<file path="src/rtl/i2c_slave_rx.sv">
// Write-only I2C slave receiver: synchronizes SCL/SDA, detects START/STOP,
// ACKs its own address and every data byte, and presents each byte on rx_data.
module i2c_slave_rx #(
    parameter logic [6:0] SLAVE_ADDR  = 7'h24,
    parameter int         SYNC_STAGES = 2
) (
    input  logic       clk,
    input  logic       reset,
    input  logic       i2c_scl,
    input  logic       i2c_sda,
    output logic       sda_oe,
    output logic [7:0] rx_data,
    output logic       rx_valid,
    output logic       addr_match,
    output logic       busy
);

    typedef enum logic [2:0] {
        S_IDLE      = 3'd0,
        S_ADDR      = 3'd1,
        S_ACK_ADDR  = 3'd2,
        S_DATA      = 3'd3,
        S_ACK_DATA  = 3'd4,
        S_WAIT_STOP = 3'd5
    } state_t;

    logic [SYNC_STAGES-1:0] scl_sync_r, sda_sync_r;
    logic                   scl_d_r, sda_d_r;
    logic                   scl_s, sda_s;
    logic                   scl_rise_s, scl_fall_s, start_s, stop_s;
    logic [7:0]             byte_s;
    logic                   last_bit_s;

    state_t     state_r, state_nxt;
    logic [2:0] bit_cnt_r, bit_cnt_nxt;
    logic [6:0] shift_r, shift_nxt;
    logic       ack_drive_r, ack_drive_nxt;
    logic       sda_oe_r, sda_oe_nxt;
    logic       addr_match_r, addr_match_nxt;
    logic [7:0] rx_data_r, rx_data_nxt;
    logic       rx_valid_r, rx_valid_nxt;
    logic       busy_r;

    // Input synchronizers plus one delay stage; reset to 1 so an idle bus shows no edge.
    always_ff @(posedge clk) begin
        if (reset) begin
            scl_sync_r <= '1;
            sda_sync_r <= '1;
            scl_d_r    <= 1'b1;
            sda_d_r    <= 1'b1;
        end else begin
            scl_sync_r[0] <= i2c_scl;
            sda_sync_r[0] <= i2c_sda;
            for (int i = 1; i < SYNC_STAGES; i++) begin
                scl_sync_r[i] <= scl_sync_r[i-1];
                sda_sync_r[i] <= sda_sync_r[i-1];
            end
            scl_d_r <= scl_sync_r[SYNC_STAGES-1];
            sda_d_r <= sda_sync_r[SYNC_STAGES-1];
        end
    end

    assign scl_s      = scl_sync_r[SYNC_STAGES-1];
    assign sda_s      = sda_sync_r[SYNC_STAGES-1];
    assign scl_rise_s = scl_s & ~scl_d_r;
    assign scl_fall_s = ~scl_s & scl_d_r;
    assign start_s    = scl_s & sda_d_r & ~sda_s;
    assign stop_s     = scl_s & ~sda_d_r & sda_s;
    assign byte_s     = {shift_r, sda_s};
    assign last_bit_s = scl_rise_s && (bit_cnt_r == 3'd0);

    // State and datapath registers.
    always_ff @(posedge clk) begin
        if (reset) begin
            state_r      <= S_IDLE;
            bit_cnt_r    <= 3'd0;
            shift_r      <= 7'd0;
            ack_drive_r  <= 1'b0;
            sda_oe_r     <= 1'b0;
            addr_match_r <= 1'b0;
            rx_data_r    <= 8'h00;
            rx_valid_r   <= 1'b0;
            busy_r       <= 1'b0;
        end else begin
            state_r      <= state_nxt;
            bit_cnt_r    <= bit_cnt_nxt;
            shift_r      <= shift_nxt;
            ack_drive_r  <= ack_drive_nxt;
            sda_oe_r     <= sda_oe_nxt;
            addr_match_r <= addr_match_nxt;
            rx_data_r    <= rx_data_nxt;
            rx_valid_r   <= rx_valid_nxt;
            busy_r       <= (state_nxt != S_IDLE);
        end
    end

    // Next-state logic; STOP outranks START, both outrank the byte sequencing.
    always_comb begin
        state_nxt = state_r;
        if (stop_s) begin
            state_nxt = S_IDLE;
        end else if (start_s) begin
            state_nxt = S_ADDR;
        end else begin
            case (state_r)
                S_IDLE: state_nxt = S_IDLE;
                S_ADDR: begin
                    if (last_bit_s) begin
                        if ((byte_s[7:1] == SLAVE_ADDR) && (byte_s[0] == 1'b0)) begin
                            state_nxt = S_ACK_ADDR;
                        end else begin
                            state_nxt = S_WAIT_STOP;
                        end
                    end else begin
                        state_nxt = S_ADDR;
                    end
                end
                S_ACK_ADDR, S_ACK_DATA: begin
                    if (scl_fall_s && ack_drive_r) begin
                        state_nxt = S_DATA;
                    end else begin
                        state_nxt = state_r;
                    end
                end
                S_DATA: begin
                    if (last_bit_s) begin
                        state_nxt = S_ACK_DATA;
                    end else begin
                        state_nxt = S_DATA;
                    end
                end
                S_WAIT_STOP: state_nxt = S_WAIT_STOP;
                default:     state_nxt = S_IDLE;
            endcase
        end
    end

    // Output/datapath next values: shifting, ACK slot drive, byte delivery.
    always_comb begin
        bit_cnt_nxt    = bit_cnt_r;
        shift_nxt      = shift_r;
        ack_drive_nxt  = ack_drive_r;
        sda_oe_nxt     = sda_oe_r;
        addr_match_nxt = addr_match_r;
        rx_data_nxt    = rx_data_r;
        rx_valid_nxt   = 1'b0;
        if (stop_s) begin
            bit_cnt_nxt    = 3'd0;
            ack_drive_nxt  = 1'b0;
            sda_oe_nxt     = 1'b0;
            addr_match_nxt = 1'b0;
        end else if (start_s) begin
            // Counter indexes the bit position, so a fresh byte starts at 7.
            bit_cnt_nxt    = 3'd7;
            ack_drive_nxt  = 1'b0;
            sda_oe_nxt     = 1'b0;
            addr_match_nxt = 1'b0;
        end else begin
            case (state_r)
                S_ADDR, S_DATA: begin
                    if (scl_rise_s) begin
                        shift_nxt   = byte_s[6:0];
                        bit_cnt_nxt = bit_cnt_r - 3'd1;
                        if ((state_r == S_DATA) && (bit_cnt_r == 3'd0)) begin
                            rx_data_nxt  = byte_s;
                            rx_valid_nxt = 1'b1;
                        end else begin
                            rx_valid_nxt = 1'b0;
                        end
                    end else begin
                        shift_nxt = shift_r;
                    end
                end
                S_ACK_ADDR, S_ACK_DATA: begin
                    // First falling edge opens the ACK slot, the second closes it.
                    if (scl_fall_s) begin
                        if (!ack_drive_r) begin
                            ack_drive_nxt = 1'b1;
                            sda_oe_nxt    = 1'b1;
                            if (state_r == S_ACK_ADDR) begin
                                addr_match_nxt = 1'b1;
                            end else begin
                                addr_match_nxt = addr_match_r;
                            end
                        end else begin
                            ack_drive_nxt = 1'b0;
                            sda_oe_nxt    = 1'b0;
                            bit_cnt_nxt   = 3'd7;
                        end
                    end else begin
                        ack_drive_nxt = ack_drive_r;
                    end
                end
                default: sda_oe_nxt = 1'b0;
            endcase
        end
    end

    assign sda_oe     = sda_oe_r;
    assign rx_data    = rx_data_r;
    assign rx_valid   = rx_valid_r;
    assign addr_match = addr_match_r;
    assign busy       = busy_r;

endmodule

</file>
<file path="config.mk">
export PLATFORM = sky130hd
export DESIGN_NAME = i2c_slave_rx
export DESIGN_NICKNAME = d
export VERILOG_FILES = /design/src/rtl/i2c_slave_rx.sv
export SDC_FILE = /design/constraint.sdc
export NUM_CORES = 1
export LEC_CHECK = 0
export BUFFER_PORTS_ARGS = -buffer_cell sky130_fd_sc_hd__buf_2
export CORE_UTILIZATION = 34
export DETAILED_ROUTE_END_ITERATION = 10
export GPL_TIMING_DRIVEN = 0
export SETUP_SLACK_MARGIN = 0.02
export SLEW_MARGIN = 5
export SYNTH_ARGS = -nofsm -noshare
export SYNTH_HDL_FRONTEND = slang
export SYNTH_SLANG_ARGS = --single-unit
</file>
<file path="constraint.sdc">
create_clock -name clk -period 1.46 [get_ports clk]
set_input_delay 0.073 -clock clk [delete_from_list [all_inputs] [get_ports clk]]
set_output_delay 0.073 -clock clk [all_outputs]
set_load 0.02 [all_outputs]
</file>
== Word level (Yosys, flattened, before mapping) ==
Index checks and enable logic that the tools add are counted.
Word-level totals
  logic and storage cells: 73
  bits in registers: 32
  output and inout bits: 12
Cells by class
  reductions and logical operators: 18
  bitwise gates (word level): 15
  add/sub/neg operators: 1
  mux-type cells: 16
  equality and inequality tests: 10
Operators by type and width (number)
  3-bit two-way mux: 10
  3-bit case mux with 4 select lines: 1
  4-bit AND reduction: 3
  3-bit inequality test, second input constant: 3
  1-bit inverter: 9
  7-bit by 6-bit == test with 1-bit output, second input constant: 1
  1-bit AND: 6
  3-bit by 2-bit == test with 1-bit output, second input constant: 2
  3-bit == test, second input constant: 2
  3-bit case mux with 2 select lines: 1
  3-bit nonzero test: 2
  2-bit OR reduction: 3
  5-bit AND reduction: 1
  5-bit OR reduction: 1
  1-bit logical AND: 4
  2-bit AND reduction: 2
  3-bit by 1-bit == test with 1-bit output, second input constant: 1
  3-bit logical NOT: 1
  1-bit two-way mux: 3
  3-bit OR reduction: 1
  3-bit by 1-bit subtractor with 3-bit output, second input constant: 1
  2-bit inequality test, second input constant: 1
  1-bit case mux with 2 select lines: 1

== Logic depth before layout (Yosys ltp) ==
Gate-level depths: netlist of run 1.
  depth in word-level cells: 8
  mapped depth: 7
  gate-level depth less buffers: 6

== Least setup slack after synthesis of run 1 ==
No wires, ideal clock.
  path kind: register -> register
  start point: reg bit_cnt_r[0]
  end point: reg state_r[1]
  stages on the path, launching flop included: 7
  path slack: 0.007 ns
  setup time: 0.120 ns
  data arrival time: 1.333 ns
  data required time: 1.340 ns
  period minus slack after synthesis: 1.453 ns
  path buffers: 0
  cells stage by stage: dfxtp_1 -> inv_1 -> ha_1 -> and4bb_1 -> and2_1 -> nor4b_1 -> o31a_1
On the way
  cells in the longest elaborated chain, start to end: 6
  elaborated cells on any way between the ends: 7
Ends and longest elaborated chain
  start: declaration: line 35  | logic [2:0] bit_cnt_r, bit_cnt_nxt;
  start signal: assignment: line 86  | bit_cnt_r <= bit_cnt_nxt;
  3-bit logical NOT *: line 70  | assign last_bit_s = scl_rise_s && (bit_cnt_r == 3'd0);
  1-bit logical AND *: line 70
  3-bit two-way mux (on tied branches): line 126, 108
  3-bit case mux with 4 select lines *: line 105  | case (state_r)
  3-bit two-way mux *: line 102  | end else if (start_s) begin
  3-bit two-way mux *: line 100  | if (stop_s) begin
  end signal: assignment: line 85  | state_r <= state_nxt;
  end: declaration: line 34  | state_t state_r, state_nxt;
Every way passes the cells marked *; elsewhere a longest branch is shown, timed or not.
A chain may end at the register's enable or synchronous reset.

== Final worst setup path of run 1 ==
  start point: reg bit_cnt_r[1]
  end point: reg busy_r, in the netlist busy
On the way
  cells in the longest elaborated chain, start to end: 7
  elaborated cells on any way between the ends: 8
Ends and longest elaborated chain
  3-bit logical NOT *: line 70
  1-bit logical AND *: line 70
  3-bit two-way mux (on tied branches): line 126, 108
  3-bit case mux with 4 select lines *: line 105
  3-bit two-way mux *: line 102
  3-bit two-way mux *: line 100
  3-bit nonzero test *: line 93  | busy_r <= (state_nxt != S_IDLE);
  end signal: assignment: line 93
  end: declaration: line 42  | logic busy_r;
Marked as above.

==> impl_metrics.json, run 1 <==
{
  "worstSetupPathType": "reg -> reg",
  "seq_area_um2": 649,
  "whs_ns": 0.109,
  "grt_overflow": 0,
  "routedWlPerCell_um": 13.1,
  "synth_area_mm2": 0.00145,
  "skew_ns": 0.00499,
  "clkSlewWorstSetupHoldPaths_ns": 0.07,
  "critPathMaxFanout": 3,
  "grt_pass1_vias": 1114,
  "synth-edff-count": 0,
  "place_congestion": 0.878,
  "p_leak_nw": 0.755,
  "period_share_pct": 100,
  "rsz0062_at_grt": "yes",
  "fmax_mhz": 682,
  "avgViaCountPerCell": 5.19,
  "pwr-share-seq_pct": 47.5,
  "final_nets": 185,
  "hold_viol_final": 0,
  "cts.sinks": 32,
  "wl_um": 3000,
  "grt_pass1_wl_um": 5050,
  "nFillCells": 383,
  "drv_slew": 0,
  "placed_area_mm2": 0.00159,
  "synthArstFlopShare_pct": 0,
  "synth_cell_type_count": 43,
  "switchingPower_mw": 0.434,
  "dieArea_mm2": 0.00452,
  "syn_area_per_cell_um2": 9.52,
  "synthTopCellsByCount": "32 x dfxtp_1, 15 x nor2_1, 11 x a21oi_1, 11 x nand2_1, 9 x nand3_1",
  "antenna_found_initial": 0,
  "fin_cells": 230,
  "p_sw_share_pct": 22.8,
  "dr.first_iter.drc_count": 53,
  "first_pass_iters": 4,
  "clock_latency_ns": 0.29,
  "area_delta_synth_final_pct": 29.2,
  "antenna_left": 0,
  "tns_ns": -0.00708,
  "pwr-share-clk_pct": 43.9,
  "numCtsBuffers": 5,
  "synth_fp_nets": 158,
  "drc": 0,
  "vias": 1194,
  "critical_path_required_ns": 1.62,
  "yosys-top-cells-area": "dfxtp_1 44%, mux2i_1 5.5%, nor2_1 3.9%, a21oi_1 3.8%, nand3_1 3.1%",
  "cts-htree-levels": 2,
  "crit_path_start_kind": "flip-flop",
  "dp_hpwl_um": 2020,
  "worst_pin_slew_ns": 0.426,
  "yosys.area.top_type": "dfxtp_1",
  "cp-end-kind": "flip-flop",
  "vdd.ir_drop.worst_mv": 0.416,
  "layout_setup_ws_ns": -0.00708,
  "rows": 23,
  "drv_cap": 0,
  "synth.most_common_cell": "dfxtp_1",
  "internal_power_mw": 1.47,
  "ys.flop_type": "dfxtp_1",
  "drive_above_1_share_pct": 35.6,
  "synth_top_area_share_pct": 44.3,
  "chipWidth_um": 67.2,
  "cp.arrival_ns": 1.63,
  "hold_class": "in -> reg",
  "num_io_pins": 16,
  "start_util_pct": 35.9,
  "cts_max_path_buffers": 2,
  "core_region_area_mm2": 0.00403,
  "ys.warnings.count": 0,
  "outcome": "finished, violations left",
  "pwr-share-comb_pct": 8.6,
  "maxSlewHeadroom_pct": 71.6,
  "placed_cells": 217,
  "fin_area_mm2": 0.00187,
  "die_h_um": 67.2,
  "grt_usage_pct": 15.5,
  "synth_seq_cells": 32,
  "ys_seq_area_share_pct": 44.3,
  "grt_max_degree": 12,
  "setup_viol": 1,
  "violations": "negative setup slack",
  "min_period_ns": 1.47,
  "p_per_area_mw_per_mm2": 1020,
  "syn-instance-count": 152,
  "antenna_cells": 0,
  "place.port_buffers": 15,
  "multi_input_area_um2": 840,
  "cts_root_buf": "clkbuf_8",
  "cts_tree": "built"
}
==> cell type report <==
class                      instances  area share, %
multi-input combinational        107           44.9
sequential                        32           34.8
timing repair buffer              20           6.30
buffer                             9           3.88
clock buffer                       5           3.68
tap                               50           3.35
clock inverter                     3           2.28
inverter                           4          0.804
==> critical path, cell delays in order (launching register included) <==
cell and delay [ns]:
dfxtp_2 0.32, inv_2 0.07, ha_4 0.13, and4bb_2 0.28, o32ai_2 0.10, nor4b_2 0.35, o21ai_1 0.10
==> registers in the layout (all words and copies together) (netlist names) <==
name	count
scl_sync_r	2
state_r	3
sda_d_r	1
shift_r	7
bit_cnt_r	3
scl_d_r	1
ack_drive_r	1
addr_match	1
sda_sync_r	2
busy	1
rx_data	8
sda_oe	1
rx_valid	1
==> power groups by stage <==
| stage | clock (mW) | sequential, mW | combinational (mW) |
|---|---|---|---|
| 5_1_grt | 0.903 | 0.908 | 0.181 |
| 6_report | 0.838 | 0.906 | 0.163 |
| 3_3_place_gp | 0 | 0.923 | 0.128 |
| 2_1_floorplan | 0 | 0.926 | 0.0966 |
| 3_5_place_dp | 0 | 0.923 | 0.132 |
| 4_1_cts | 0.863 | 0.906 | 0.155 |
==> final timing paths <==
kind,start,end,slack (ns),cells after the start
hold / removal,reset,sda_sync_r[0],0.11,2
setup / recovery,bit_cnt_r[1],busy,-0.007,6
hold reg to reg,scl_sync_r[0],scl_sync_r[1],0.41,1
setup reg to reg,bit_cnt_r[1],busy,-0.007,6
==> cells in the final DEF, fill, tap and decap left out, drive strengths merged, types with 3 or more instances in the layout <==
cell | synthesis | routed
a211oi | 3 | 3
a21oi | 11 | 11
buf | 7 | 25
clkbuf | 2 | 7
dfxtp | 32 | 32
inv | 4 | 4
mux2i | 8 | 8
nand2 | 11 | 11
nand3 | 9 | 9
nor2 | 15 | 15
nor4b | 4 | 4
o21ai | 5 | 5
or2 | 6 | 6
==> per-layer routing <==
layer | global-route usage [%] | vias to the layer above | wire (µm)
met5 | 0 | - | 0
met1 | 18.7 | 561 | 1340
met3 | 5.91 | 8 | 138
li1 | - | 593 | -
met4 | 9.04 | 0 | 62
met2 | 23.4 | 32 | 1460
==> logic make-up (layout without fill, tap and decap cells) <==
group | after synthesis | after routing | share of synthesized area [%]
buffers and inverters | 13 | 41 | 5.36
XOR/XNOR | 4 | 4 | 2.94
AND/OR/NAND/NOR | 64 | 64 | 26.6
adder cells (fa/ha/maj) | 2 | 2 | 1.73
AO/OA/AOI/OAI | 29 | 29 | 13.5
multiplexers | 8 | 8 | 5.54
flip-flops | 32 | 32 | 44.3
==> repair_timing <==
action / in CTS / in global routing
pin swaps: 5 / 2
gates cloned: 1 / 0
hold endpoints to repair: 2 / 0
endpoints found under the setup margin: 11 / 22
buffers inserted: 2 / 0
gates resized for setup: 17 / 13
hold buffers: 2 / 0
==> metrics by stage <==
step / setup WS [ns] / utilization (%) / power [mW]
after floorplan: 0.0305 / - / 1.02
after CTS: 0.0201 / 45.0 / 1.92
after detailed placement: -0.192 / 39.4 / 1.06
after global routing: -0.0674 / 46.4 / 1.99
after global placement: -0.112 / 39.4 / 1.05
final: -0.00708 / 46.4 / 1.91
Note: power is estimated with default switching activity, not from simulation.
==> run 2: changes to the inputs <==
Clock period 1.46 ns to 1.5 ns, I/O delays scaled along.
==> impl_metrics.json, run 2 (same netlist as run 1, synthesis figures left out) <==
{
  "skew_ns": 0.00907,
  "antenna_cells": 0,
  "critPathMaxFanout": 10,
  "met3_length_um": 126,
  "p_per_area_mw_per_mm2": 998,
  "pwr-share-comb_pct": 8.8,
  "whs_ns": 0.106,
  "grt_max_degree": 12,
  "critical_path_required_ns": 1.66,
  "cts_max_path_buffers": 2,
  "fin_area_mm2": 0.00187,
  "min_period_ns": 1.44,
  "crit_path_start_kind": "flip-flop",
  "fmax_mhz": 694,
  "hold_class": "in -> reg",
  "largest_reg_flops": 8,
  "cts-htree-levels": 2,
  "wl_um": 2940,
  "drv_slew": 0,
  "wl_met2_um": 1360,
  "placed_area_mm2": 0.00158,
  "cts_root_buf": "clkbuf_8",
  "routedWlPerCell_um": 12.7,
  "avgViaCountPerCell": 5.04,
  "switchingPower_mw": 0.433,
  "drc": 0,
  "crit_path_start": "scl_sync_r[1]",
  "die_h_um": 67.2,
  "wl_met1_um": 1380,
  "clkSlewWorstSetupHoldPaths_ns": 0.06,
  "drv_cap": 0,
  "num_io_pins": 16,
  "chipWidth_um": 67.2,
  "period_share_pct": 96.1,
  "final_nets": 186,
  "antenna_left": 0,
  "setup_viol": 0,
  "vdd.ir_drop.worst_mv": 0.547,
  "place.port_buffers": 15,
  "core_region_area_mm2": 0.00403,
  "area_delta_synth_final_pct": 29.5,
  "start_util_pct": 35.9,
  "antenna_found_initial": 0,
  "dieArea_mm2": 0.00452,
  "numCtsBuffers": 5,
  "fin_util_pct": 46.5,
  "rr_startpoint": "scl_sync_r[1]",
  "dr.first_iter.drc_count": 49,
  "grt_usage_pct": 14.7,
  "internal_power_mw": 1.44,
  "layout_commonest_cell": "dfxtp_1",
  "final_cell_mix": "28 x dfxtp_1, 15 x nor2_1, 15 x buf_2, 11 x nand2_1, 11 x a21oi_1",
  "min_from": "reset",
  "cp-end-kind": "flip-flop",
  "drive_above_1_share_pct": 32.0,
  "grt_overflow": 0,
  "hold_viol_final": 0,
  "vias": 1164,
  "grt_pass1_vias": 1047,
  "cts_tree": "built",
  "place_congestion": 0.884,
  "cp.arrival_ns": 1.60,
  "rows": 23,
  "maxSlewHeadroom_pct": 71.3,
  "pwr-share-seq_pct": 47.2,
  "p_sw_share_pct": 23.1,
  "first_pass_iters": 4,
  "outcome": "finished, final reports clean",
  "dp_hpwl_um": 1980,
  "p_leak_nw": 0.764,
  "cts.sinks": 32,
  "worst_pin_slew_ns": 0.430,
  "grt_pass1_wl_um": 4750,
  "worstSetupPathType": "reg -> reg",
  "top_layer": "met4",
  "pwr-share-clk_pct": 44.1,
  "rsz0062_at_grt": "yes",
  "clock_latency_ns": 0.29
}
-- run 2: power groups by stage --
| stage | combinational, mW | clock, mW | sequential, mW |
|---|---|---|---|
| final | 0.164 | 0.824 | 0.882 |
| after global placement | 0.124 | 0 | 0.898 |
| after CTS | 0.145 | 0.845 | 0.882 |
| after detailed placement | 0.127 | 0 | 0.899 |
| after floorplan | 0.0935 | 0 | 0.901 |
| after global routing | 0.182 | 0.895 | 0.884 |
-- run 2: timing repair --
| action | CTS | global route |
|---|---|---|
| hold endpoints to repair | 2 | 0 |
| setup endpoints to repair | 11 | 13 |
| cloned | 1 | 0 |
| hold buffers | 2 | 0 |
| resized for setup | 10 | 18 |
| buffers inserted | 1 | 2 |
| pin swaps | 3 | 8 |
-- run 2: area by class of cell --
class | instances | area, µm²
clock buffer | 5 | 68.8
clock inverter | 3 | 42.5
fill | 389 | 2160
multi-input combinational | 107 | 828
tap | 50 | 62.6
timing repair buffer | 21 | 129
buffer | 9 | 78.8
inverter | 4 | 15.0
sequential | 32 | 648
-- run 2: final timing paths --
| kind | endpoint | slack (ns) | depth (start not counted) |
|---|---|---|---|
| worst max-delay path | rx_data[1] | 0.06 | 7 |
| worst min-delay path | scl_sync_r[0] | 0.11 | 2 |
| worst max register to register | rx_data[1] | 0.06 | 7 |
| worst min register to register | sda_sync_r[1] | 0.41 | 1 |
-- run 2: layer usage --
metal / vias to the layer above / GRT usage, %
met2: 23 / 22.5
met1: 539 / 17.4
li1: 595 / -
met3: 7 / 6.08
met5: - / 0
met4: 0 / 7.98
-- run 2: stage by stage --
| stage | std cells | worst slack, ns | TNS [ns] | total power [mW] |
|---|---|---|---|---|
| 2_1_floorplan | 152 | 0.0469 | 0 | 0.994 |
| 3_3_place_gp | 217 | -0.0732 | -0.572 | 1.02 |
| 3_5_place_dp | 217 | -0.120 | -0.825 | 1.03 |
| 4_1_cts | 229 | 0.00765 | 0 | 1.87 |
| 5_1_grt | 231 | -0.0228 | -0.0535 | 1.96 |
| 6_report | 231 | 0.0587 | 0 | 1.87 |
-- run 2: worst max-delay path: stages, from the launching register on --
cell and delay, ns:
dfxtp_1 0.35, buf_6 0.14, and4bb_1 0.21, buf_6 0.14, nand4_4 0.10, buf_6 0.17, mux2i_1 0.15, nor2_1 0.06
==> run 3: changes to the inputs <==
Settings changed: CORE_MARGIN set to 2.
==> impl_metrics.json, run 3 (same netlist as run 1, synthesis figures left out) <==
{
  "outcome": "finished, violations left",
  "violations": "negative setup slack",
  "placed_cells": 217,
  "fmax_mhz": 645,
  "clock_latency_ns": 0.29,
  "dr.first_iter.drc_count": 68,
  "final_cell_mix": "26 x dfxtp_1, 16 x buf_2, 15 x nor2_1, 11 x nand2_1, 11 x a21oi_1",
  "chipWidth_um": 69.2,
  "cp.arrival_ns": 1.71,
  "clkSlewWorstSetupHoldPaths_ns": 0.07,
  "reg2reg_to": "busy",
  "cp-end-kind": "flip-flop",
  "rows": 23,
  "dieArea_mm2": 0.00479,
  "min_from": "reset",
  "critical_path_required_ns": 1.66,
  "vdd.ir_drop.worst_mv": 0.458,
  "rsz0062_at_grt": "yes",
  "dp_hpwl_um": 2070,
  "rr_startpoint": "state_r[2]",
  "fin_area_mm2": 0.00193,
  "maxSlewHeadroom_pct": 65.8,
  "num_io_pins": 16,
  "drv_slew": 0,
  "setup_viol": 2,
  "fin_util_pct": 47.7,
  "grt_max_degree": 11,
  "core_region_area_mm2": 0.00406,
  "ff2ff_setup_slack_ns": -0.05,
  "grt_pass1_vias": 1108,
  "whs_endpoint": "sda_sync_r[0]",
  "worst_pin_slew_ns": 0.513,
  "final_nets": 188,
  "crit_path_start_kind": "flip-flop",
  "tns_ns": -0.0522,
  "antenna_left": 0,
  "routedWlPerCell_um": 13.2,
  "drive_above_1_share_pct": 36.1,
  "drv_cap": 0,
  "fin_cells": 233,
  "drc": 0,
  "avgViaCountPerCell": 5.02,
  "cts-htree-levels": 2,
  "numCtsBuffers": 5,
  "cts_tree": "built",
  "antenna_found_initial": 0,
  "area_delta_synth_final_pct": 33.7,
  "grt_usage_pct": 13.1,
  "placed_area_mm2": 0.00158,
  "antenna_cells": 0,
  "place.port_buffers": 15,
  "die_h_um": 69.2,
  "hold_viol_final": 0,
  "grt_overflow": 0,
  "cts_root_buf": "clkbuf_8",
  "cts.sinks": 32,
  "min_period_ns": 1.55,
  "period_share_pct": 103,
  "place_congestion": 0.871,
  "layout_commonest_cell": "dfxtp_1",
  "skew_ns": 0.00780,
  "p_per_area_mw_per_mm2": 963,
  "vias": 1170,
  "ff2ff_path_depth": 5,
  "largest_reg_flops": 8,
  "wl_um": 3080,
  "start_util_pct": 35.6,
  "layout_setup_ws_ns": -0.0509,
  "cts_max_path_buffers": 2,
  "critPathMaxFanout": 10,
  "hold_class": "in -> reg",
  "grt_pass1_wl_um": 4990,
  "holdPathStages": 2,
  "first_pass_iters": 4,
  "p_leak_nw": 0.787,
  "worstSetupPathType": "reg -> reg"
}
run 3: changes by cell type in the layout (fill, tap and decap cells not counted), sizes merged:
| cell | before | now |
|---|---|---|
| buf | 25 | 27 |
| clkbuf | 8 | 9 |
| clkinvlp | 1 | 0 |
run 3: worst max path at each step:
stage | slack (ns) | start | cells after the start | endpoint
6_report | -0.05 | state_r[2] | 5 | busy
5_1_grt | -0.12 | state_r[2] | 5 | busy
4_1_cts | 0.002 | sda_sync_r[1] | 6 | rx_data[1]
3_5_place_dp | -0.18 | bit_cnt_r[0] | 7 | rx_data[1]
3_3_place_gp | -0.08 | bit_cnt_r[0] | 7 | rx_data[1]
2_1_floorplan | 0.05 | bit_cnt_r[0] | 6 | state_r[1]
run 3: repair_timing:
action,CTS,global route
endpoints found under the hold margin,2,0
hold buffers,2,0
gates cloned,0,1
pin swaps,3,7
endpoints found under the setup margin,11,13
setup buffers,1,4
gates resized for setup,8,24
run 3: cell type report:
class / instances / area (µm²)
Tap cell: 50 / 62.6
Clock buffer: 6 / 72.6
Multi-Input combinational cell: 107 / 863
Clock inverter: 2 / 35.0
Buffer: 9 / 80.1
Timing Repair Buffer: 23 / 158
Fill cell: 374 / 2120
Inverter: 4 / 15.0
Sequential cell: 32 / 648
run 3: power by group:
group / total, mW / internal, mW / switching, mW
Clock: 0.807 / 0.492 / 0.314
Sequential: 0.885 / 0.870 / 0.0152
Combinational: 0.170 / 0.0814 / 0.0890
run 3: metal layers:
layer  up-vias  wire length (µm)  track usage [%]
li1        603                 -                -
met1       543              1370             15.7
met2        18              1530             20.5
met3         6               103             4.51
met4         0                69             7.63
met5         -                 0                0
run 3: worst max-delay path: stages, from the launching register on:
cell and delay [ns]:
dfxtp_2 0.40, buf_4 0.22, nand2b_4 0.17, o32ai_2 0.09
nor4b_2 0.39, o21ai_1 0.14
run 3: stage by stage:
stage | worst slack [ns] | power (mW) | hold slack, ns
global route | -0.121 | 1.93 | 0.117
CTS | 0.00200 | 1.85 | 0.0875
floorplan | 0.0469 | 0.994 | 0.179
detailed placement | -0.176 | 1.03 | 0.262
finish | -0.0509 | 1.86 | 0.102
global placement | -0.0756 | 1.02 | 0.257
